$ cat src/rtl/text_display.sv
// 80x25 colour text renderer: fetches character/attribute cells and font rows
// ahead of the beam and emits registered 640x400@70Hz VGA with a blinking cursor.
module text_display #(
  parameter int H_VIS        = 640,
  parameter int H_FP         = 16,
  parameter int H_SYNC       = 96,
  parameter int H_BP         = 48,
  parameter int V_VIS        = 400,
  parameter int V_FP         = 12,
  parameter int V_SYNC       = 2,
  parameter int V_BP         = 35,
  parameter int CURSOR_TOP   = 14,
  parameter int BLINK_FRAMES = 16
) (
  input  logic        clock,
  input  logic        reset,
  output logic [11:0] text_addr,
  input  logic [7:0]  text_data,
  output logic [11:0] font_addr,
  input  logic [7:0]  font_data,
  input  logic [7:0]  cursor_x,
  input  logic [7:0]  cursor_y,
  output logic [3:0]  r,
  output logic [3:0]  g,
  output logic [3:0]  b,
  output logic        hs,
  output logic        vs
);

  localparam int H_TOTAL = H_VIS + H_FP + H_SYNC + H_BP;
  localparam int V_TOTAL = V_VIS + V_FP + V_SYNC + V_BP;

  localparam logic [9:0]  H_LAST       = 10'(H_TOTAL - 1);
  localparam logic [9:0]  H_PREFETCH   = 10'(H_TOTAL - 8);
  localparam logic [9:0]  H_FETCH_END  = 10'(H_VIS - 8);
  localparam logic [9:0]  H_VIS_W      = 10'(H_VIS);
  localparam logic [9:0]  HS_START     = 10'(H_VIS + H_FP);
  localparam logic [9:0]  HS_END       = 10'(H_VIS + H_FP + H_SYNC);
  localparam logic [8:0]  V_LAST       = 9'(V_TOTAL - 1);
  localparam logic [8:0]  V_VIS_W      = 9'(V_VIS);
  localparam logic [8:0]  VS_START     = 9'(V_VIS + V_FP);
  localparam logic [8:0]  VS_END       = 9'(V_VIS + V_FP + V_SYNC);
  localparam logic [7:0]  COLS         = 8'(H_VIS / 8);
  localparam logic [7:0]  ROWS         = 8'(V_VIS / 16);
  localparam logic [3:0]  CUR_TOP      = 4'(CURSOR_TOP);
  localparam logic [7:0]  BLINK_LAST   = 8'(BLINK_FRAMES - 1);
  localparam logic [11:0] ROW_BYTES    = 12'd160;

  // The cell for column c is fetched in the 8 clocks before h == 8c; column 0
  // comes from the tail of the previous line.
  function automatic logic fetch_active(input logic [9:0] h);
    return (h < H_FETCH_END) || (h >= H_PREFETCH);
  endfunction

  function automatic logic [6:0] fetch_col(input logic [9:0] h);
    return (h >= H_PREFETCH) ? 7'd0 : 7'(h[9:3] + 7'd1);
  endfunction

  function automatic logic [11:0] colour(input logic [3:0] idx);
    logic [3:0] lo;
    lo = idx[3] ? 4'h5 : 4'h0;
    return {(idx[2] ? 4'hA : 4'h0) + lo,
            (idx[1] ? 4'hA : 4'h0) + lo,
            (idx[0] ? 4'hA : 4'h0) + lo};
  endfunction

  logic [9:0]  h_q, h_d;
  logic [8:0]  v_q, v_d;
  logic [8:0]  fetch_v_q, fetch_v_d;
  logic [11:0] base_q, base_d;
  logic [11:0] text_addr_q, text_addr_d;
  logic [11:0] font_addr_q, font_addr_d;
  logic [7:0]  attr_tmp_q, attr_tmp_d;
  logic [7:0]  glyph_tmp_q, glyph_tmp_d;
  logic [7:0]  shift_q, shift_d;
  logic [7:0]  attr_q, attr_d;
  logic [7:0]  frame_q, frame_d;
  logic        blink_q, blink_d;
  logic [11:0] rgb_q, rgb_d;
  logic        hs_q, hs_d;
  logic        vs_q, vs_d;

  logic [8:0]  next_line;
  logic [7:0]  glyph;
  logic        cursor_hit;
  logic [3:0]  pix_idx;

  always_comb begin
    // NOTE: every signal gets a default first so no path leaves it unassigned,
    // which would otherwise infer a latch.
    h_d         = (h_q == H_LAST) ? 10'd0 : h_q + 10'd1;
    v_d         = v_q;
    fetch_v_d   = fetch_v_q;
    base_d      = base_q;
    text_addr_d = text_addr_q;
    font_addr_d = font_addr_q;
    attr_tmp_d  = attr_tmp_q;
    glyph_tmp_d = glyph_tmp_q;
    shift_d     = {shift_q[6:0], 1'b0};
    attr_d      = attr_q;
    frame_d     = frame_q;
    blink_d     = blink_q;
    next_line   = (v_q == V_LAST) ? 9'd0 : v_q + 9'd1;
    glyph       = glyph_tmp_q;
    cursor_hit  = 1'b0;

    if (h_q == H_LAST) v_d = next_line;

    // Row base tracks the line being fetched and stops advancing in blanking,
    // keeping addresses within the 4000-byte window.
    if (h_q == H_PREFETCH - 10'd1) begin
      fetch_v_d = next_line;
      if (next_line == 9'd0)
        base_d = 12'd0;
      else if (next_line < V_VIS_W && next_line[3:0] == 4'd0)
        base_d = base_q + ROW_BYTES;
    end

    // Addresses are registered one step early so they line up with phase h_d.
    if (fetch_active(h_d)) begin
      case (h_d[2:0])
        3'd0:    text_addr_d = base_d + {4'd0, fetch_col(h_d), 1'b0};
        3'd1:    text_addr_d = base_d + {4'd0, fetch_col(h_d), 1'b1};
        3'd2:    font_addr_d = {text_data, fetch_v_d[3:0]};
        default: ;
      endcase
    end

    cursor_hit = blink_q && (cursor_x < COLS) && (cursor_y < ROWS) &&
                 (cursor_x == {1'b0, fetch_col(h_q)}) &&
                 (cursor_y == {3'd0, fetch_v_q[8:4]}) &&
                 (fetch_v_q[3:0] >= CUR_TOP);
    if (attr_tmp_q[7] && !blink_q) glyph = 8'h00;
    if (cursor_hit)                glyph = 8'hFF;

    if (fetch_active(h_q)) begin
      case (h_q[2:0])
        3'd2: attr_tmp_d  = text_data;
        3'd3: glyph_tmp_d = font_data;
        3'd7: begin
          shift_d = glyph;
          attr_d  = attr_tmp_q;
        end
        default: ;
      endcase
    end

    if (h_q == H_LAST && v_q == VS_START - 9'd1) begin
      if (frame_q == BLINK_LAST) begin
        frame_d = 8'd0;
        blink_d = ~blink_q;
      end else begin
        frame_d = frame_q + 8'd1;
      end
    end

    pix_idx = shift_q[7] ? attr_q[3:0] : {1'b0, attr_q[6:4]};
    rgb_d   = (h_q < H_VIS_W && v_q < V_VIS_W) ? colour(pix_idx) : 12'h000;
    hs_d    = !(h_q >= HS_START && h_q < HS_END);
    vs_d    = (v_q >= VS_START && v_q < VS_END);
  end

  // NOTE: state registers use non-blocking assignments so every flop samples
  // the pre-edge values computed above, regardless of statement order.
  always_ff @(posedge clock) begin
    if (reset) begin
      h_q         <= '0;
      v_q         <= '0;
      fetch_v_q   <= '0;
      base_q      <= '0;
      text_addr_q <= '0;
      font_addr_q <= '0;
      attr_tmp_q  <= '0;
      glyph_tmp_q <= '0;
      shift_q     <= '0;
      attr_q      <= '0;
      frame_q     <= '0;
      blink_q     <= 1'b1;
      rgb_q       <= '0;
      hs_q        <= 1'b1;
      vs_q        <= 1'b0;
    end else begin
      h_q         <= h_d;
      v_q         <= v_d;
      fetch_v_q   <= fetch_v_d;
      base_q      <= base_d;
      text_addr_q <= text_addr_d;
      font_addr_q <= font_addr_d;
      attr_tmp_q  <= attr_tmp_d;
      glyph_tmp_q <= glyph_tmp_d;
      shift_q     <= shift_d;
      attr_q      <= attr_d;
      frame_q     <= frame_d;
      blink_q     <= blink_d;
      rgb_q       <= rgb_d;
      hs_q        <= hs_d;
      vs_q        <= vs_d;
    end
  end

  assign text_addr = text_addr_q;
  assign font_addr = font_addr_q;
  assign r         = rgb_q[11:8];
  assign g         = rgb_q[7:4];
  assign b         = rgb_q[3:0];
  assign hs        = hs_q;
  assign vs        = vs_q;

endmodule

$ cat config.mk
export PLATFORM = sky130hd
export DESIGN_NAME = text_display
export DESIGN_NICKNAME = d
export VERILOG_FILES = /design/src/rtl/text_display.sv
export SDC_FILE = /design/constraint.sdc
export NUM_CORES = 1
export LEC_CHECK = 0
export ABC_AREA = 1
export CAP_MARGIN = 20
export CORE_UTILIZATION = 35
export DETAILED_ROUTE_END_ITERATION = 16
export PLACE_DENSITY = 0.6
export SYNTH_ARGS = -nofsm -noshare
export SYNTH_HDL_FRONTEND = slang
export SYNTH_SLANG_ARGS = --single-unit
$ cat constraint.sdc
create_clock -name clock -period 4.32 [get_ports clock]
set_clock_uncertainty 0.15 [all_clocks]
set_input_delay 0.648 -clock clock [delete_from_list [all_inputs] [get_ports clock]]
set_output_delay 0.648 -clock clock [all_outputs]
set_load 0.005 [all_outputs]
==> results of run 1 <==
-- per-stage QoR --
stage	power [mW]	instances	setup slack (ps)	hold WS, ps
5_1_grt	2.238	1112	96.13	335.6
2_1_floorplan	1.230	829	845.2	274.2
4_1_cts	2.172	1112	496.6	301.9
6_report	2.140	1112	483.7	303.0
3_3_place_gp	1.347	1096	666.9	285.2
3_5_place_dp	1.347	1096	546.2	290.5
-- report_power, final --
| group | internal (mW) | total (mW) | switching (mW) |
|---|---|---|---|
| sequential | 1.05 | 1.08 | 0.0237 |
| clock | 0.407 | 0.817 | 0.409 |
| combinational | 0.120 | 0.245 | 0.125 |
-- cell usage in the layout, fill, tap and decap left out, types with 15 or more instances in the layout --
master / count
o21ai_0: 75
ha_1: 19
clkdlybuf4s50_1: 71
dfxtp_1: 110
nand2_2: 18
inv_2: 18
inv_1: 91
nand2_1: 111
nor2_1: 141
nand3_1: 37
a21oi_1: 55
nor3_1: 15
-- how the worst max path moves through the flow --
stage               startpoint       endpoint  cells after the start
floorplan               h_q[0]  text_addr[10]                     29
finish                  h_q[1]  text_addr[10]                     28
detailed placement      h_q[1]  text_addr[10]                     28
global placement        h_q[0]  text_addr[10]                     28
CTS                     h_q[1]  text_addr[10]                     28
global route            h_q[0]  text_addr[10]                     28
-- registers in the layout (all words and copies together), names as in the netlist --
name / flops
fetch_v_q: 9
attr_q: 7
frame_q: 8
attr_tmp_q: 8
rgb_q: 4
vs: 1
blink_q: 1
shift_q: 8
hs: 1
font_addr: 12
glyph_tmp_q: 8
base_q: 12
h_q: 10
v_q: 9
text_addr: 12
-- worst reg2reg max path: cells and delay by family (launching register included) --
family	cells	cell delay (ps)
adders and majority gates	3	970
AOI/OAI and AO/OA	1	120
buffers and inverters	2	320
and+or+nand+nor	22	1810
DFF	1	380
-- layer usage --
metal  vias up  global-route usage [%]  wire length [um]
li1       2804                       -                 -
met1      2373                   22.70              7110
met2       120                   26.73              6295
met3        16                   3.306               593
met4         0                   5.811               245
met5         -                       0                 0
-- area by class of cell --
cell class,instances,area share (%)
clock buffers,10,3.223
well taps,220,3.875
repair buffers,77,10.81
clock inverters,6,0.8630
flip-flops and latches,110,31.00
inverters,112,5.988
multi-input cells,577,44.24
-- kinds of logic after synthesis --
group / count (synthesis)
flip-flops: 110
AO/OA/AOI/OAI: 164
XOR/XNOR: 20
buffers and inverters: 142
adder cells (fa/ha/maj): 21
AND/OR/NAND/NOR: 372
==> results.ini, run 1 <==
[outcome]
status = completed

[job]
drv_cap = 0

[place]
place_area_sq_mm = 0.006814
portBuffers = 71
dp_hpwl_mm = 10.61
gp_congestion = 0.8859

[clock_tree]
clk_pin_slew_worst_paths_ps = 70
cts_resized = 0
cts_setup_buffers = 0
htreeDepth = 3
cts_hold_buffers = 0
cts.sinks = 110
cts_inserted_buffers = 9
cts_tree = done
cts_root_buf = clkbuf_16
clk_latency_ps = 360
clock_path_buffers = 2

[die]
coreArea_sq_mm = 0.01658
rows = 47
fp.dieH_um = 132.3
io_pins = 72
fp.dieW_um = 132.3
start_util_pct = 35.85
dieArea_sq_mm = 0.01751

[synthesis]
synth.most_common_cell = nor2_1
yosys-top-cells-area = dfxtp_1 37%, nor2_1 8.9%, nand2_1 7.0%
synth.largest_area_cell = dfxtp_1
ys_seq_elements = 110
synth_top_family_by_area = simple AND/OR/NAND/NOR gates
yosysSeqAreaShare_pct = 37.04
synth_flop_cell = dfxtp_1
synth_xor_area_share_pct = 3.073
muxShareOfSynthArea_pct = 0
yosysWarnings = 0
synth_compound_area_share_pct = 15.53
syn_area_per_cell_sq_um = 7.171
ys_types = 51
synth_cells = 829
synth_area_sq_mm = 0.005944
yosys.area_share.simple_pct = 29.59
synth_common_cells = 141 x nor2_1, 111 x nand2_1, 110 x dfxtp_1, 91 x inv_1, 75 x o21ai_0
async_flop_share_pct = 0
synth_top_area_share_pct = 37.04
synthAdderAreaFrac_pct = 4.673
synth-edff-count = 0
syn_nets = 884

[hold_path]
hold_class = flop to flop
worstHoldStart = base_q[3]
whs_path_depth = 2
holdPathEnd = base_q[3]

[grt]
grt_usage_pct = 16.83
first_global_vias = 4908
grt_max_degree = 42
grt_overflow_total = 0
grt_pass1_wl_mm = 23.85
antenna_found_initial = 0

[timing]
period_share_pct = 88.80
rsz0062_at_grt = no
finalSetupViolations = 0
slew_violations = 0
timing_hold_violations_final = 0
max_freq_ghz = 0.2607
maxSlewHeadroom_pct = 45.72
worst_slew_pin_slew_ps = 808.0
period_needed_ps = 3836
finalSetupTns_ps = 0

[critical_path]
worst_path_most_repeated_cell = nand2_1
criticalPathCategory = flop to flop
r2r_cells = 28
path_buf_inv = 2
path_max_fanout = 22
cp.arrival_ps = 3940
timing.rr.start = h_q[1]
end_kind = flop
slowest_stage = fa_1
rr_endpoint = text_addr[10]
cpPeakStageDelay_ps = 430
cp_data_required_time_ps = 4430
critPathLaunchType = flop
r2r_slack_ps = 480
crit_family = simple AND/OR/NAND/NOR gates

[detailed_routing]
drtPass1Iterations = 4
viasPerCell = 4.778
drc = 0
antenna_left = 0
drt_iter0_drc = 270
wl_per_cell_um = 12.81
vias = 5313
routed_wl_mm = 14.24

[power]
ir_worst_vdd_uv = 183.3
power_per_cell_area_mw_per_mm2 = 301.3
leakage_nw = 2.950

[final_layout]
stdcell_area_sq_mm = 0.007104
ff_latch_area_sq_mm = 0.002202
multi_input_comb_area_sq_mm = 0.003143
fin_nets = 942
synthToLayoutAreaGrowth_pct = 19.51
fin_util_pct = 42.84
n_fill_cell = 1720
final_layout_size_suffix_gt1_share_pct = 10.87
diodes = 0

Power figures use the tool's default switching activity.
==> inputs of run 2 (changes only) <==
--- a/config.mk
+++ b/config.mk
@@ -7,9 +7,10 @@
 export LEC_CHECK = 0
 export ABC_AREA = 1
 export CAP_MARGIN = 20
-export CORE_UTILIZATION = 35
+export CORE_UTILIZATION = 56
 export DETAILED_ROUTE_END_ITERATION = 16
-export PLACE_DENSITY = 0.6
+export PLACE_DENSITY = 0.86
+export REMOVE_ABC_BUFFERS = 1
 export SYNTH_ARGS = -nofsm -noshare
 export SYNTH_HDL_FRONTEND = slang
 export SYNTH_SLANG_ARGS = --single-unit
==> results.ini, run 2 (synthesis results as in run 1) <==
[grt]
grt_usage_pct = 24.83  ; +8.0 points
first_global_vias = 5030  ; +2.5%
antenna_found_initial = 0  ; unchanged
grt_overflow_total = 0  ; unchanged
grt_max_degree = 43  ; +2.4%
grt_pass1_wl_mm = 22.29  ; -6.5%

[timing]
finalSetupTns_ps = 0  ; unchanged
max_freq_ghz = 0.2640  ; +1.3%
rsz0062_at_grt = no
slew_violations = 0  ; unchanged
maxSlewHeadroom_pct = 39.40  ; -6.3 points
timing_hold_violations_final = 0  ; unchanged
finalSetupViolations = 0  ; unchanged
period_needed_ps = 3788  ; -48.17 ps
worst_slew_pin_slew_ps = 902.1  ; +94.11 ps
period_share_pct = 87.69  ; -1.1 points

[detailed_routing]
antenna_left = 0  ; unchanged
wl_per_cell_um = 12.59  ; -1.7%
drtPass1Iterations = 4  ; unchanged
vias = 5411  ; +1.8%
drc = 0  ; unchanged
viasPerCell = 5.279  ; +10%
routed_wl_mm = 12.90  ; -9.4%
drt_iter0_drc = 232  ; -14%

[place]
dp_hpwl_mm = 9.763  ; -8.0%
gp_congestion = 0.9119  ; +2.9%
place_area_sq_mm = 0.006674  ; -2.1%
portBuffers = 71  ; unchanged

[critical_path]
critPathLaunchType = flop
cp.arrival_ps = 3940  ; about the same
criticalPathCategory = flop to flop
cp_data_required_time_ps = 4470  ; +40 ps
end_kind = flop
path_max_fanout = 22  ; unchanged

[final_layout]
synthToLayoutAreaGrowth_pct = 15.81
final_common_cell = nor2_1
diodes = 0  ; unchanged
layout_common_cells = 141 x nor2_1, 111 x nand2_1, 110 x dfxtp_1
stdcell_area_sq_mm = 0.006884  ; -3.1%
fin_nets = 939  ; -0.32%
final_layout_size_suffix_gt1_share_pct = 10.69  ; -0.19 points

[clock_tree]
cts_hold_buffers = 0  ; unchanged
cts_resized = 0  ; unchanged
cts_inserted_buffers = 9  ; unchanged
cts_tree = done
cts.sinks = 110  ; unchanged
clk_pin_slew_worst_paths_ps = 120  ; +50 ps
clk_latency_ps = 380  ; +20 ps
cts_root_buf = clkbuf_8
clock_path_buffers = 2  ; unchanged
htreeDepth = 3  ; unchanged
cts_setup_buffers = 0  ; unchanged

[outcome]
status = completed

[power]
ir_worst_vdd_uv = 177.6  ; -3.1%
power_per_cell_area_mw_per_mm2 = 283.4  ; -5.9%
leakage_nw = 2.897  ; -1.8%

[die]
fp.dieW_um = 105.0  ; -21%
fp.dieH_um = 105.0  ; -21%
rows = 37  ; -21%
dieArea_sq_mm = 0.01103  ; -37%
io_pins = 72  ; unchanged
start_util_pct = 57.58  ; +22 points
coreArea_sq_mm = 0.01032  ; -38%

[job]
drv_cap = 0  ; unchanged

[hold_path]
hold_class = flop to flop

[run 2: area by class of cell]
cell class | instances | area [sq um]
flip-flops and latches | 110 | 2202
inverters | 112 | 425.4
multi-input cells | 577 | 3143
clock inverters | 7 | 86.33
well taps | 136 | 170.2
clock buffers | 9 | 123.9
repair buffers | 74 | 733.2
fillers | 857 | 3440
[run 2: final timing paths]
path | start | cells after the start | to | slack [ps]
max | h_q[1] | 23 | text_addr[11] | 530
min | attr_q[3] | 2 | rgb_q[10] | 310
max reg2reg | h_q[1] | 23 | text_addr[11] | 530
min reg2reg | attr_q[3] | 2 | rgb_q[10] | 310
[run 2: metrics by stage]
step / power [mW] / std cells / hold slack [ps] / util (%) / setup slack (ps)
after detailed placement: 1.340 / 1009 / 293.2 / 64.65 / 595.4
after global placement: 1.335 / 1009 / 284.6 / 64.65 / 703.4
final: 1.951 / 1025 / 307.1 / 66.68 / 531.9
after CTS: 1.965 / 1025 / 309.0 / 66.68 / 542.3
after global routing: 2.038 / 1025 / 335.8 / 66.68 / 140.4
after floorplan: 1.217 / 799 / 272.1 / - / 882.0
[run 2: per-layer routing]
metal / wire, um / global-route usage [%] / vias to the layer above / part of all wire (%)
met3: 671 / 4.803 / 14 / 5.2
met1: 5687 / 30.49 / 2457 / 44
met5: 0 / 0 / - / 0
met2: 6393 / 43.85 / 141 / 50
met4: 150 / 7.344 / 0 / 1.2
li1: - / - / 2799 / -
[run 2: power breakdown]
part	switching (mW)	total (mW)	internal, mW
logic	0.120	0.239	0.119
registers	0.0221	1.08	1.06
clock network	0.401	0.635	0.234
[run 2: critical path: stages, from the launching register on]
cell	delay (ps)
dfxtp_1	400
ha_1	290
nand3_2	130
nor2_2	170
nand2_2	120
inv_2	280
nor2_1	100
ha_1	220
nand4_1	130
a31oi_4	120
nand2_4	100
nand3_1	70
inv_1	60
ha_1	260
a21oi_1	270
nor2_1	80
a211oi_1	270
nand2_2	120
nand2_2	80
nand2_2	60
nand3_1	70
nand3_1	70
nand2_1	60
inv_1	30
